## src/rtl/fpu_iter_adapter.sv

```systemverilog
// rtl/fpu_iter_adapter.sv - handshake adapter around an iterative FPU core with a result FIFO
// Optional build macro: FPU_ITER_TIMEOUT_EN (WAIT-state watchdog, sticky timeout_o)
module fpu_iter_adapter #(
  parameter int WIDTH          = 64,
  parameter int OP_W           = 5,
  parameter int TAG_W          = 8,
  parameter int OUT_DEPTH      = 2,
  parameter int TIMEOUT_CYCLES = 127
) (
  input  logic                 clk_i,
  input  logic                 rst_ni,
  input  logic                 in_valid_i,
  output logic                 in_ready_o,
  input  logic [3*WIDTH-1:0]   operands_i,
  input  logic [OP_W-1:0]      op_i,
  input  logic [TAG_W-1:0]     tag_i,
  input  logic                 flush_i,
  output logic                 core_start_o,
  output logic [WIDTH-1:0]     core_opa_o,
  output logic [WIDTH-1:0]     core_opb_o,
  output logic [WIDTH-1:0]     core_opc_o,
  output logic [OP_W-1:0]      core_op_o,
  input  logic                 core_done_i,
  input  logic [WIDTH-1:0]     core_result_i,
  input  logic [4:0]           core_status_i,
  output logic                 out_valid_o,
  input  logic                 out_ready_i,
  output logic [WIDTH-1:0]     result_o,
  output logic [4:0]           status_o,
  output logic [TAG_W-1:0]     tag_o,
  output logic                 busy_o,
  output logic                 timeout_o
);

  localparam int ENT_W = WIDTH + 5 + TAG_W;
  localparam int CNT_W = $clog2(OUT_DEPTH + 1);
  localparam int PTR_W = (OUT_DEPTH > 1) ? $clog2(OUT_DEPTH) : 1;

  typedef enum logic [1:0] {S_IDLE, S_START, S_WAIT, S_DRAIN} state_e;

  state_e              state_q, state_d;
  logic [WIDTH-1:0]    opa_q, opa_d, opb_q, opb_d, opc_q, opc_d;
  logic [OP_W-1:0]     op_q, op_d;
  logic [TAG_W-1:0]    tag_q, tag_d;
  logic                start_q, start_d;

  logic [ENT_W-1:0]    mem_q [OUT_DEPTH];
  logic [PTR_W-1:0]    wptr_q, wptr_d, rptr_q, rptr_d;
  logic [CNT_W-1:0]    count_q, count_d;

  logic                accept;
  logic                push;
  logic                pop;
  logic [ENT_W-1:0]    push_data;
  logic                tmo_fire;

  function automatic logic [PTR_W-1:0] ptr_next(input logic [PTR_W-1:0] p);
    return (p == PTR_W'(OUT_DEPTH - 1)) ? '0 : p + PTR_W'(1);
  endfunction

  assign in_ready_o   = (state_q == S_IDLE) && (count_q < CNT_W'(OUT_DEPTH)) && !flush_i;
  assign accept       = in_valid_i && in_ready_o;
  assign core_start_o = start_q;
  assign core_opa_o   = opa_q;
  assign core_opb_o   = opb_q;
  assign core_opc_o   = opc_q;
  assign core_op_o    = op_q;
  assign out_valid_o  = (count_q != '0);
  assign pop          = out_valid_o && out_ready_i;
  assign busy_o       = (state_q != S_IDLE) || (count_q != '0);
  assign {result_o, status_o, tag_o} = mem_q[rptr_q];

`ifdef FPU_ITER_TIMEOUT_EN
  localparam int TMO_W = $clog2(TIMEOUT_CYCLES + 1);
  logic [TMO_W-1:0] tmo_cnt_q, tmo_cnt_d;
  logic             timeout_q, timeout_d;

  // Count WAIT cycles without a completion; fire on the TIMEOUT_CYCLES-th one
  always_comb begin
    tmo_cnt_d = tmo_cnt_q;
    timeout_d = timeout_q;
    tmo_fire  = 1'b0;
    if (state_q == S_START) begin
      tmo_cnt_d = '0;
    end else if (state_q == S_WAIT && !core_done_i) begin
      tmo_cnt_d = tmo_cnt_q + TMO_W'(1);
      if (tmo_cnt_q == TMO_W'(TIMEOUT_CYCLES - 1)) begin
        tmo_fire  = 1'b1;
        timeout_d = 1'b1;
      end
    end
  end

  // Watchdog counter and sticky timeout flag
  always_ff @(posedge clk_i or negedge rst_ni) begin
    if (!rst_ni) begin
      tmo_cnt_q <= '0;
      timeout_q <= 1'b0;
    end else begin
      tmo_cnt_q <= tmo_cnt_d;
      timeout_q <= timeout_d;
    end
  end

  assign timeout_o = timeout_q;
`else
  assign tmo_fire  = 1'b0;
  assign timeout_o = 1'b0;
`endif

  // Next-state logic: accept, start pulse, completion capture and flush handling
  always_comb begin
    state_d   = state_q;
    opa_d     = opa_q;
    opb_d     = opb_q;
    opc_d     = opc_q;
    op_d      = op_q;
    tag_d     = tag_q;
    start_d   = 1'b0;
    push      = 1'b0;
    push_data = {core_result_i, core_status_i, tag_q};
    case (state_q)
      S_IDLE: begin
        if (accept) begin
          opa_d   = operands_i[0*WIDTH +: WIDTH];
          opb_d   = operands_i[1*WIDTH +: WIDTH];
          opc_d   = operands_i[2*WIDTH +: WIDTH];
          op_d    = op_i;
          tag_d   = tag_i;
          start_d = 1'b1;
          state_d = S_START;
        end
      end
      S_START: begin
        state_d = flush_i ? S_DRAIN : S_WAIT;
      end
      S_WAIT: begin
        if (core_done_i) begin
          push    = !flush_i;
          state_d = S_IDLE;
        end else if (flush_i) begin
          state_d = S_DRAIN;
        end else if (tmo_fire) begin
          push      = 1'b1;
          push_data = {{WIDTH{1'b0}}, 5'b10000, tag_q};
          state_d   = S_DRAIN;
        end
      end
      S_DRAIN: begin
        if (core_done_i) begin
          state_d = S_IDLE;
        end
      end
      default: state_d = S_IDLE;
    endcase
  end

  // FSM state, held operands and registered start pulse
  always_ff @(posedge clk_i or negedge rst_ni) begin
    if (!rst_ni) begin
      state_q <= S_IDLE;
      opa_q   <= '0;
      opb_q   <= '0;
      opc_q   <= '0;
      op_q    <= '0;
      tag_q   <= '0;
      start_q <= 1'b0;
    end else begin
      state_q <= state_d;
      opa_q   <= opa_d;
      opb_q   <= opb_d;
      opc_q   <= opc_d;
      op_q    <= op_d;
      tag_q   <= tag_d;
      start_q <= start_d;
    end
  end

  // FIFO pointer/count update; flush overrides any push or pop
  always_comb begin
    wptr_d  = wptr_q;
    rptr_d  = rptr_q;
    count_d = count_q;
    if (flush_i) begin
      wptr_d  = '0;
      rptr_d  = '0;
      count_d = '0;
    end else begin
      if (push) wptr_d = ptr_next(wptr_q);
      if (pop)  rptr_d = ptr_next(rptr_q);
      count_d = count_q + CNT_W'(push) - CNT_W'(pop);
    end
  end

  // FIFO storage and pointers
  always_ff @(posedge clk_i or negedge rst_ni) begin
    if (!rst_ni) begin
      wptr_q  <= '0;
      rptr_q  <= '0;
      count_q <= '0;
      for (int i = 0; i < OUT_DEPTH; i++) mem_q[i] <= '0;
    end else begin
      wptr_q  <= wptr_d;
      rptr_q  <= rptr_d;
      count_q <= count_d;
      if (push && !flush_i) mem_q[wptr_q] <= push_data;
    end
  end

endmodule
```

## config.mk

```make
export PLATFORM = sky130hd
export DESIGN_NAME = fpu_iter_adapter
export DESIGN_NICKNAME = d
export VERILOG_FILES = /design/src/rtl/fpu_iter_adapter.sv
export SDC_FILE = /design/constraint.sdc
export NUM_CORES = 1
export LEC_CHECK = 0
export BUFFER_PORTS_ARGS = -buffer_cell sky130_fd_sc_hd__buf_2
export CAP_MARGIN = 20
export CELL_PAD_IN_SITES_DETAIL_PLACEMENT = 1
export CELL_PAD_IN_SITES_GLOBAL_PLACEMENT = 2
export CORE_ASPECT_RATIO = 1.4
export CORE_MARGIN = 2
export CORE_UTILIZATION = 30
export CTS_BUF_LIST = sky130_fd_sc_hd__clkbuf_16
export DETAILED_ROUTE_END_ITERATION = 8
export GPL_TIMING_DRIVEN = 0
export HOLD_SLACK_MARGIN = 0.06
export PLACE_DENSITY = 0.86
export SLEW_MARGIN = 5
export SYNTH_ARGS = -nofsm -noshare
export SYNTH_HDL_FRONTEND = slang
export SYNTH_SLANG_ARGS = --single-unit
```

## constraint.sdc

```tcl
create_clock -name clk_i -period 2.15 [get_ports clk_i]
set_input_delay 0.3225 -clock clk_i [delete_from_list [all_inputs] [get_ports clk_i]]
set_output_delay 0.3225 -clock clk_i [all_outputs]
set_load 0.05 [all_outputs]
```

# Yosys cells after proc, flatten, opt, wreduce, memory -nomap -nowiden
# Cells that the tools add are included.
totals:
  register_bits: 366
  in_bits: 280
  output_inout_bits: 279
  word_cells: 66
op_classes:
  n_addsub: 4
  order_cmp: 4
  n_eq_ne: 6
  n_mux: 23
  bitwise: 2
  reduce_logical: 15
op_table:
  columns: ["cell", "count"]
  rows:
  - ["$mux 77", 4]
  - ["$bwmux 154", 1]
  - ["$demux 77 s1", 1]
  - ["$mux 1", 11]
  - ["$mux 2", 5]
  - ["$pmux 2 s4", 1]
  - ["$reduce_bool 2->1", 4]
  - ["$logic_and 1x1->1", 6]
  - ["$eq 2x2->1 const B", 2]
  - ["$ge 2x2->1 const B", 2]
  - ["$ne 2x2->1 const B", 2]
  - ["$not 1->2", 2]
  - ["$ne 3x3->1 const B", 1]
  - ["$reduce_and 3->1", 1]
  - ["$add 1x1->1 const B", 2]
  - ["$add 2x1->2", 1]
  - ["$eq 2x1->1 const B", 1]
  - ["$logic_not 2->1", 1]
  - ["$lt 2x1->1 const B", 1]
  - ["$lt 2x2->1 const B", 1]
  - ["$reduce_and 2->1", 1]
  - ["$sub 2x1->2", 1]
  - ["$logic_not 1->1", 1]
  - ["$logic_or 1x1->1", 1]

# Depth between registers and ports, before layout
# Gate-level depths: netlist (run 1).
depth:
  depth_word: 6
  depth_mapped: 7
  ltp_nobuf: 6

# Worst setup path before layout (run 1)
# OpenSTA, ideal clock, no wires.
synth_timing:
  path_type: "register to register"
  from: "register state_q[1]"
  to: "register opc_q[10], in the netlist core_opc_o[10]"
  setup_ns: 0.125
  t_arrival_ns: 2.173
  required_ns: 2.025
  setup_slack_ns: -0.148
  stages_incl_launch_ff: 8
  path_buffers: 4
  period_less_slack_ns: 2.298
  cell_sequence: "dfrtp_1 -> buf_4 -> nor4_4 -> and2_1 -> buf_4 -> buf_8 -> buf_6 -> mux2_2"
synth_between:
  elab_chain_len: 5
synth_rtl:
  columns: ["item", "line", "rtl"]
  rows:
  - ["from (decl)", "41", "state_e state_q, state_d;"]
  - ["from (signal assigned)", "169", "state_q <= state_d;"]
  - ["$logic_not 2->1", "61", "assign in_ready_o = (state_q == S_IDLE) && (count_q < CNT_W'(OUT_DEPTH)) && !flush_i;"]
  - ["$logic_and 1x1->1 (2 in a row)", "61", null]
  - ["via in_ready_o", "13", "output logic in_ready_o,"]
  - ["$logic_and 1x1->1", "62", "assign accept = in_valid_i && in_ready_o;"]
  - ["$reduce_and 2->1 (no source line)", null, null]
  - ["to (signal assigned)", "172", "opc_q <= opc_d;"]
  - ["to (decl)", "42", "logic [WIDTH-1:0] opa_q, opa_d, opb_q, opb_d, opc_q, opc_d;"]
# The timed path passes the listed nets, and every way through them passes these cells.
# A chain may end at the register's enable or synchronous reset.

# Worst setup path after layout (run 1)
layout_timing:
  from: "register rptr_q"
  to: "output port result_o[30]"
layout_between:
  elab_chain_len: 4
layout_rtl:
  columns: ["item", "line", "rtl"]
  rows:
  - ["from (decl)", "48", "logic [PTR_W-1:0] wptr_q, wptr_d, rptr_q, rptr_d;"]
  - ["from (signal assigned)", "204", "rptr_q <= rptr_d;"]
  - ["$not 1->2 (not written as such)", "71", "assign {result_o, status_o, tag_o} = mem_q[rptr_q];"]
  - ["$mux 77 (not written as such) (3 in a row)", "71", null]
  - ["to (decl)", "28", "output logic [WIDTH-1:0] result_o,"]
# No other way between the ends. The select of a mux whose other input is x is not followed.

==> results of run 1 <==
-- where the power goes --
group          switching, uW  total [uW]  leakage, uW  internal (uW)
Clock                   2930        7240     0.000662           4300
Combinational          14700       22100      0.00600           7350
Sequential              2070       12300      0.00447          10300
-- worst max-delay path, cell delays in order (launching register included) --
cell and delay, ps:
dfrtp_2 420, buf_12 140, clkbuf_16 170, buf_12 140, mux2_4 320, buf_8 160
-- cells in the mapped netlist --
master,number
conb_1,1
buf_1,3
and2_1,1
or2_1,1
ha_1,2
nor2_1,6
buf_6,12
nor2b_1,1
o21a_1,1
nand2b_1,1
mux2_2,354
or2_2,1
mux2_1,52
mux2_4,30
dfrtp_1,366
nor4_4,1
buf_2,18
buf_4,6
inv_1,2
xnor2_1,3
a21oi_1,1
nand4bb_4,1
nand3b_1,1
a221oi_1,2
clkbuf_1,4
buf_8,8
xor2_1,1
-- path summary, 6_finish.rpt --
path	endpoint	slack, ps	depth (start not counted)
worst max-delay path	result_o[30]	-80	5
worst max register to register	core_opb_o[62]	110	7
max in group asynchronous	core_op_o[0]	420	4
worst min register to register	core_opc_o[29]	490	1
worst min-delay path	rptr_q	200	4
min in group asynchronous	core_opb_o[62]	270	2
-- sequential cells by signal, indices dropped and copies added (netlist names) --
signal	flops
mem_q	154
core_opa_o	64
core_opb_o	64
core_opc_o	64
tag_q	8
core_op_o	5
count_q	2
state_q	2
core_start_o	1
rptr_q	1
wptr_q	1
-- per-layer routing --
metal | vias up | GRT usage | share of wire
li1 | 4903 | - | -
met1 | 5795 | 0.211 | 0.34
met2 | 414 | 0.399 | 0.55
met3 | 134 | 0.0458 | 0.054
met4 | 2 | 0.106 | 0.050
met5 | - | 0 | 0.00020
-- cells in the final DEF, fill, tap and decap left out, types with 15 or more instances in the layout --
| cell | n |
|---|---|
| buf_2 | 526 |
| dfrtp_1 | 365 |
| mux2_2 | 338 |
| dlygate4sd3_1 | 277 |
| mux2_4 | 52 |
| mux2_1 | 46 |
| clkbuf_16 | 44 |
| buf_6 | 42 |
| buf_4 | 21 |
| buf_8 | 15 |
-- cell families (layout without fill, tap and decap cells) --
kind of cell | Yosys count | count (layout)
AO/OA/AOI/OAI | 4 | 4
other | 1 | 7
flip-flops | 366 | 366
multiplexers | 436 | 436
adder cells (fa/ha/maj) | 2 | 2
XOR/XNOR | 4 | 4
AND/OR/NAND/NOR | 14 | 14
buffers and inverters | 53 | 968
-- final cells by class --
class	count	area share
Multi-Input combinational cell	461	0.229
Inverter	2	0.000323
Sequential cell	366	0.394
Clock buffer	41	0.0441
Tap cell	637	0.0343
Timing Repair Buffer	848	0.261
Clock inverter	28	0.0138
Antenna cell	6	0.000646
Buffer	49	0.0228
-- repair_timing --
item / in CTS / in global routing
pin swaps: 0 / 1
setup endpoints to repair: 107 / 99
hold buffers: 277 / 0
setup buffers: 8 / 2
hold endpoints to repair: 395 / 0
gates cloned: 0 / 2
gates resized for setup: 109 / 24
-- through the flow --
step | setup TNS (ps) | std cells
global route | -6580 | 2437
detailed placement | -32620 | 2077
floorplan | -11830 | 880
global placement | -2304550 | 2074
finish | -2150 | 2438
CTS | -7850 | 2430
==> impl_metrics.ini, run 1 <==
[routing]
dr.pass1.iters = 4
route.detailed.drc = 0
drt_iter0_markers = 322
ant_nets = 0
num_vias = 11200
drt-total-wl_um = 55200
vias_per_cell = 4.61
avgRoutedWirePerCell_um = 22.6

[synth]
yosysTopAreaCellShare = 0.618
synth_xor_xnor_area_share = 0.00237
syn_area_mm2 = 0.0148
synth.distinct_cells = 27
syn_nets = 1162
muxShareOfSynthArea = 0.339
yosys.area_share.simple = 0.00743
synth_top_area_cell = dfrtp_1
ys_seq_area_frac = 0.618
netlist_instances = 880
synth_compound_gate_area_share = 0.00203
synth_seq_cells = 366
synth_top_family_by_area = multiplexers
synth.avg_cell_area_um2 = 16.8
synthAdderAreaFrac = 0.00169
ys_warn_count = 0
synthTopCellsByArea = dfrtp_1 62%, mux2_2 27%, mux2_1 4.0%, mux2_4 3.0%, buf_6 0.91%

[pwr]
total_power_uw = 41600
peakVddDrop_mv = 1.09
powerDensity_mw_per_mm2 = 1790
p_leak_uw = 0.0111

[job]
max_cap_violations = 0

[final_layout]
final_util = 0.476
ff_latch_area_mm2 = 0.00916
drive_above_1_share = 0.599
areaGrowthSynthToFinish_pct = 57.0
stdcell_area_mm2 = 0.0233
multiInputGateArea_mm2 = 0.00532
fill_cells = 4977
nets = 2048

[timing]
timing.final.ws_setup_ps = -82.6
finalSetupViolations = 55
clock.fmax_ghz = 0.448
slew_headroom = 0.586
min_period_ps = 2230
finalCritPeriodShare = 1.04
holdWs_ps = 203
rsz0062_at_grt = true
fin_skew_ps = 13.5
tightestPinTransition_ps = 621
hold_viol_final = 0
timing.final.max_slew_violations = 0

[die]
io_pins = 559
start_util = 0.303
core_mm2 = 0.0489
rows = 96
die-width_um = 192
die_y_um = 267
die_area_mm2 = 0.0512

[clocking]
insertion_delay_ps = 560
cts_tree = yes
path_clk_slew_ps = 60
cts_made_buffers = 38
cts_root_buf = clkbuf_16
clock_path_buffers = 3
cts.sinks = 366
htree_levels = 2

[placed_design]
place_area_mm2 = 0.0186
portBuffers = 557
dp_hpwl_um = 33500
routabilityCongestion = 0.818
pre_cts_ws_ps = -867

[worst_setup_path]
criticalPathCategory = flop to output pin
required_ps = 1830
critPathMaxFanout = 6
crit_path_end_kind = output pin
r2r_start = state_q[1]
start_kind = flop
startpoint = rptr_q
critPathArrivalTime_ps = 1910

[grt]
grt_pass1_wl_um = 80600
grt_start_max_net_pins = 118
grt_pass1_vias = 13400
overflow = 0
antenna_found_initial = 6
track_usage = 0.210

[hold_path]
hp-start = out_ready_i
holdCritPathClass = input port to flop

[status]
outcome = finished, violations left
violations = negative setup slack
(Power assumes the default switching activity.)
==> run 2: changes to the inputs <==
--- a/config.mk
+++ b/config.mk
@@ -16,7 +16,7 @@
 export DETAILED_ROUTE_END_ITERATION = 8
 export GPL_TIMING_DRIVEN = 0
 export HOLD_SLACK_MARGIN = 0.06
-export PLACE_DENSITY = 0.86
+export PLACE_DENSITY_LB_ADDON = 0.12
 export SLEW_MARGIN = 5
 export SYNTH_ARGS = -nofsm -noshare
 export SYNTH_HDL_FRONTEND = slang
==> run 2 against run 1 <==
  * The flow finishes with violations (negative hold slack, negative setup slack)
  * First-iteration DRC count shrank 29%
  * Die area unchanged
  * Flip-flop and latch count did not move
  * Worst hold slack lost 350 ps
  * Register-to-register slack better by 20 ps
  * Sequential power shrank 3%
  * Cell count shrank 0.29%
  * Clock power shrank 15%
  * Clock skew up 3.3 ps
  * Power shrank 3.9%
  * Design area fell by 0.42%
==> impl_metrics.ini, run 2 (synthesis gave the netlist of run 1 again) <==
[final_layout]
final_cell_mix = 524 x buf_2, 365 x dfrtp_1, 319 x mux2_2
drive_above_1_share = 0.594
stdcell_area_mm2 = 0.0232
final_common_cell = buf_2
areaGrowthSynthToFinish_pct = 56.4
fill_cells = 5070
largest_reg_flops = 154
nets = 2044
final_util = 0.474
largest-register = mem_q

[timing]
finalCritPeriodShare = 1.01
rsz0062_at_grt = true
finalSetupViolations = 19
finalSetupTns_ps = -244
timing.final.ws_setup_ps = -29.1
timing.final.max_slew_violations = 0
min_period_ps = 2180
fin_skew_ps = 16.8
hold_viol_final = 101
tightestPinTransition_ps = 801
holdWs_ps = -148
clock.fmax_ghz = 0.459
slew_headroom = 0.466

[worst_setup_path]
r2r_start = state_q[1]
startpoint = rptr_q
crit_slowest_cell = dfrtp_2
worst_r2r_path_depth = 7
r2r-end = core_opb_o[48]
cpMostUsedCell = clkbuf_16
required_ps = 1830
critPathMaxFanout = 6
criticalPathCategory = flop to output pin
crit_path_end_kind = output pin
critPathArrivalTime_ps = 1860
start_kind = flop
crit_path_end = result_o[40]
slowest_delay_ps = 480
reg2reg_slack_ps = 130
crit_chain = clkbuf_16 -> clkbuf_16 -> mux2_4 -> buf_8

[placed_design]
routabilityCongestion = 0.727
place_area_mm2 = 0.0186
portBuffers = 557
dp_hpwl_um = 32100

[grt]
track_usage = 0.173
grt_start_max_net_pins = 105
grt_pass1_vias = 12000
grt_pass1_wl_um = 68300
antenna_found_initial = 4
overflow = 0

[clocking]
cts_made_buffers = 41
ctsHoldBuffers = 273
clock_path_buffers = 3
path_clk_slew_ps = 60
insertion_delay_ps = 530
htree_levels = 2
cts_tree = yes
cts.sinks = 366
cts_root_buf = clkbuf_16

[die]
die_y_um = 267
io_pins = 559
rows = 96
start_util = 0.303
die-width_um = 192
die_area_mm2 = 0.0512
core_mm2 = 0.0489

[routing]
dr.pass1.iters = 4
num_vias = 10700
avgRoutedWirePerCell_um = 18.5
drt_iter0_markers = 228
vias_per_cell = 4.40
route.detailed.drc = 0
drt-total-wl_um = 45100
ant_nets = 0

[pwr]
p_leak_uw = 0.0111
powerDensity_mw_per_mm2 = 1730
peakVddDrop_mv = 1.04
total_power_uw = 40000

[status]
violations = negative hold slack, negative setup slack
outcome = finished, violations left

[hold_path]
holdCritPathClass = input port to async pin

[job]
max_cap_violations = 0
[run 2: per-layer routing]
metal | vias to the layer above | global-route usage | wire length [um]
met5 | - | 0 | 0
li1 | 4881 | - | -
met3 | 61 | 0.0454 | 3340
met1 | 5428 | 0.185 | 15900
met2 | 333 | 0.326 | 24600
met4 | 0 | 0.0543 | 1240
[run 2: worst min-delay path by stage]
stage	slack [ps]	startpoint	endpoint	cells after the start
6_report	-150	rst_ni	core_opa_o[12]	1
5_1_grt	-100	rst_ni	core_opa_o[40]	1
4_1_cts	-130	rst_ni	core_opa_o[12]	1
3_5_place_dp	450	rst_ni	core_opa_o[12]	1
3_3_place_gp	460	core_opc_o[52]	core_opc_o[52]	1
2_1_floorplan	30	rst_ni	core_op_o[0]	0
[run 2: through the flow]
| stage | worst slack, ps | hold slack, ps | std cells |
|---|---|---|---|
| 2_1_floorplan | -80.7 | 26.9 | 880 |
| 3_3_place_gp | -6970 | 461 | 2074 |
| 3_5_place_dp | -457 | 446 | 2077 |
| 4_1_cts | -85.9 | -126 | 2420 |
| 5_1_grt | -92.9 | -96.9 | 2430 |
| 6_report | -29.1 | -148 | 2431 |
[run 2: where the power goes]
part	switching [uW]	internal [uW]
sequential	1620	10300
clock	2760	3440
combinational	14300	7660
[run 2: cell type report]
type                       count  area (um^2)  area share
clock inverter                29          125     0.00540
antenna                        5         12.5    0.000540
clock buffer                  41         1030      0.0443
multi-input combinational    461         5390       0.233
sequential                   366         9160       0.396
timing repair buffer         840         6080       0.263
buffer                        50          552      0.0238
tap                          637          797      0.0344
inverter                       2         7.51    0.000324
[run 2: worst max-delay path: cells and delay by family (launching register included)]
kind     cells  cell delay (ps)
flops        1              480
buf+inv      3              520
mux          1              310
[run 2: timing repair]
item | CTS | global route
pin swaps | 0 | 1
resized for setup | 88 | 100
gates cloned | 0 | 3
endpoints found under the setup margin | 107 | 94
setup buffers | 1 | 3
hold endpoints to repair | 444 | 101
==> run 3: changes to the inputs <==
--- a/config.mk
+++ b/config.mk
@@ -12,12 +12,13 @@
 export CORE_ASPECT_RATIO = 1.4
 export CORE_MARGIN = 2
 export CORE_UTILIZATION = 30
-export CTS_BUF_LIST = sky130_fd_sc_hd__clkbuf_16
+export CTS_BUF_LIST = sky130_fd_sc_hd__clkbuf_8 sky130_fd_sc_hd__clkbuf_16
 export DETAILED_ROUTE_END_ITERATION = 8
 export GPL_TIMING_DRIVEN = 0
 export HOLD_SLACK_MARGIN = 0.06
-export PLACE_DENSITY_LB_ADDON = 0.12
+export PLACE_DENSITY = 0.86
 export SLEW_MARGIN = 5
 export SYNTH_ARGS = -nofsm -noshare
 export SYNTH_HDL_FRONTEND = slang
 export SYNTH_SLANG_ARGS = --single-unit
+export TNS_END_PERCENT = 30
==> run 3 against run 2 <==
  * The flow finishes with violations (negative setup slack)
  * Via count rose by 4.3%
  * Register-to-register slack got worse by 20 ps
  * Flip-flop and latch count is the same
  * Clock skew fell by 1.2 ps
  * First-iteration DRC count rose by 39%
  * Cell count is 0.21% higher
  * Core utilization up 0.78 points
  * Setup slack improved by 1.9 ps
  * Sequential share of layout area is 0.64 points lower
  * Die area did not move
  * Largest power group unchanged
==> impl_metrics.ini, run 3 (synthesis gave the netlist of run 1 again) <==
[routing]
dr.pass1.iters = 4
drt-total-wl_um = 54400
route.detailed.drc = 0
avgRoutedWirePerCell_um = 22.3
vias_per_cell = 4.58
ant_nets = 0
num_vias = 11200
drt_iter0_markers = 318

[timing]
slew_headroom = 0.563
timing.final.ws_setup_ps = -27.2
finalSetupViolations = 17
fin_skew_ps = 15.6
tightestPinTransition_ps = 656
finalCritPeriodShare = 1.01
min_period_ps = 2180
hold_viol_final = 0
holdWs_ps = 127
rsz0062_at_grt = true
clock.fmax_ghz = 0.459
timing.final.max_slew_violations = 0

[clocking]
cts.sinks = 366
path_clk_slew_ps = 60
htree_levels = 2
cts_tree = yes
cts_made_buffers = 38
clock_path_buffers = 3
cts_root_buf = clkbuf_16
insertion_delay_ps = 550

[grt]
antenna_found_initial = 7
grt_pass1_vias = 13300
overflow = 0
track_usage = 0.209
grt_start_max_net_pins = 116
grt_pass1_wl_um = 80900

[final_layout]
nets = 2046
largest_reg_flops = 154
drive_above_1_share = 0.598
final_common_cell = buf_2
areaGrowthSynthToFinish_pct = 58.9
final_cell_mix = 504 x buf_2, 365 x dfrtp_1, 317 x mux2_2
largest-register = mem_q
stdcell_area_mm2 = 0.0235

[pwr]
total_power_uw = 42300
powerDensity_mw_per_mm2 = 1800
peakVddDrop_mv = 1.07
p_leak_uw = 0.0113

[worst_setup_path]
start_kind = flop
critPathMaxFanout = 7
critPathArrivalTime_ps = 1850
crit_path_end = result_o[27]
startpoint = rptr_q
r2r-end = core_opb_o[29]
reg2reg_slack_ps = 110
crit_path_end_kind = output pin
worst_r2r_path_depth = 6
required_ps = 1830
r2r_start = state_q[0]
criticalPathCategory = flop to output pin

[status]
outcome = finished, violations left
violations = negative setup slack

[placed_design]
routabilityCongestion = 0.844
portBuffers = 557
dp_hpwl_um = 33300
place_area_mm2 = 0.0185

[die]
io_pins = 559
die_area_mm2 = 0.0512
die-width_um = 192
core_mm2 = 0.0489
rows = 96
die_y_um = 267
start_util = 0.303

[job]
max_cap_violations = 0

[hold_path]
hp-start = flush_i
holdCritPathClass = input port to flop
## run 3: changes by cell type in the layout (fill, tap and decap cells not counted), moves of 3 or more
cell,before,now
dlygate4sd3_1,273,277
clkbuf_8,1,4
bufinv_16,0,4
buf_4,17,7
inv_1,7,12
clkinv_1,15,0
buf_8,37,40
buf_6,25,52
buf_2,524,504
## run 3: worst max-delay path, cell delays in order, from the launching register on
cell	delay (ps)
dfrtp_2	450
clkbuf_16	200
buf_12	150
mux2_4	330
buf_8	160
## run 3: layer usage
metal  share of wire  wire [um]  global-route usage
met1            0.34      18500               0.210
met2            0.54      29600               0.390
met3           0.059       3230              0.0502
met4           0.057       3100               0.117
met5         0.00024         13                   0
## run 3: worst min path at each step
stage	endpoint	slack [ps]	cells after the start
2_1_floorplan	core_op_o[0]	30	0
3_3_place_gp	core_opc_o[48]	460	1
3_5_place_dp	core_opc_o[0]	350	1
4_1_cts	state_q[0]	80	3
5_1_grt	state_q[0]	130	3
6_report	state_q[0]	130	3
## run 3: layout make-up
cell class,count,area [um^2]
tap,637,797
multi-input combinational,461,5400
antenna,6,15.0
timing repair buffer,845,6300
sequential,366,9160
fill,4964,25300
inverter,2,7.51
buffer,50,574
clock buffer,44,1070
clock inverter,25,220
## run 3: what timing repair did
item | in CTS | in global routing
resized for setup | 208 | 40
cloned | 2 | 0
pin swaps | 0 | 0
hold buffers | 277 | 0
buffers inserted | 6 | 0
endpoints found under the setup margin | 112 | 104
endpoints found under the hold margin | 422 | 0
## run 3: report_power, final
part	internal [uW]	total [uW]	switching, uW
logic	8160	23100	14900
clock network	4030	6930	2900
registers	10300	12300	2030
## run 3: per-stage QoR
step	utilization	TNS, ps	setup slack [ps]	std cells
finish	0.481	-125	-27.2	2436
global route	0.481	-3890	-94.1	2436
CTS	0.478	-4150	-95.8	2430
detailed placement	0.379	-25730	-580	2077
global placement	0.377	-2342750	-6370	2074
floorplan	-	-11760	-80.7	880
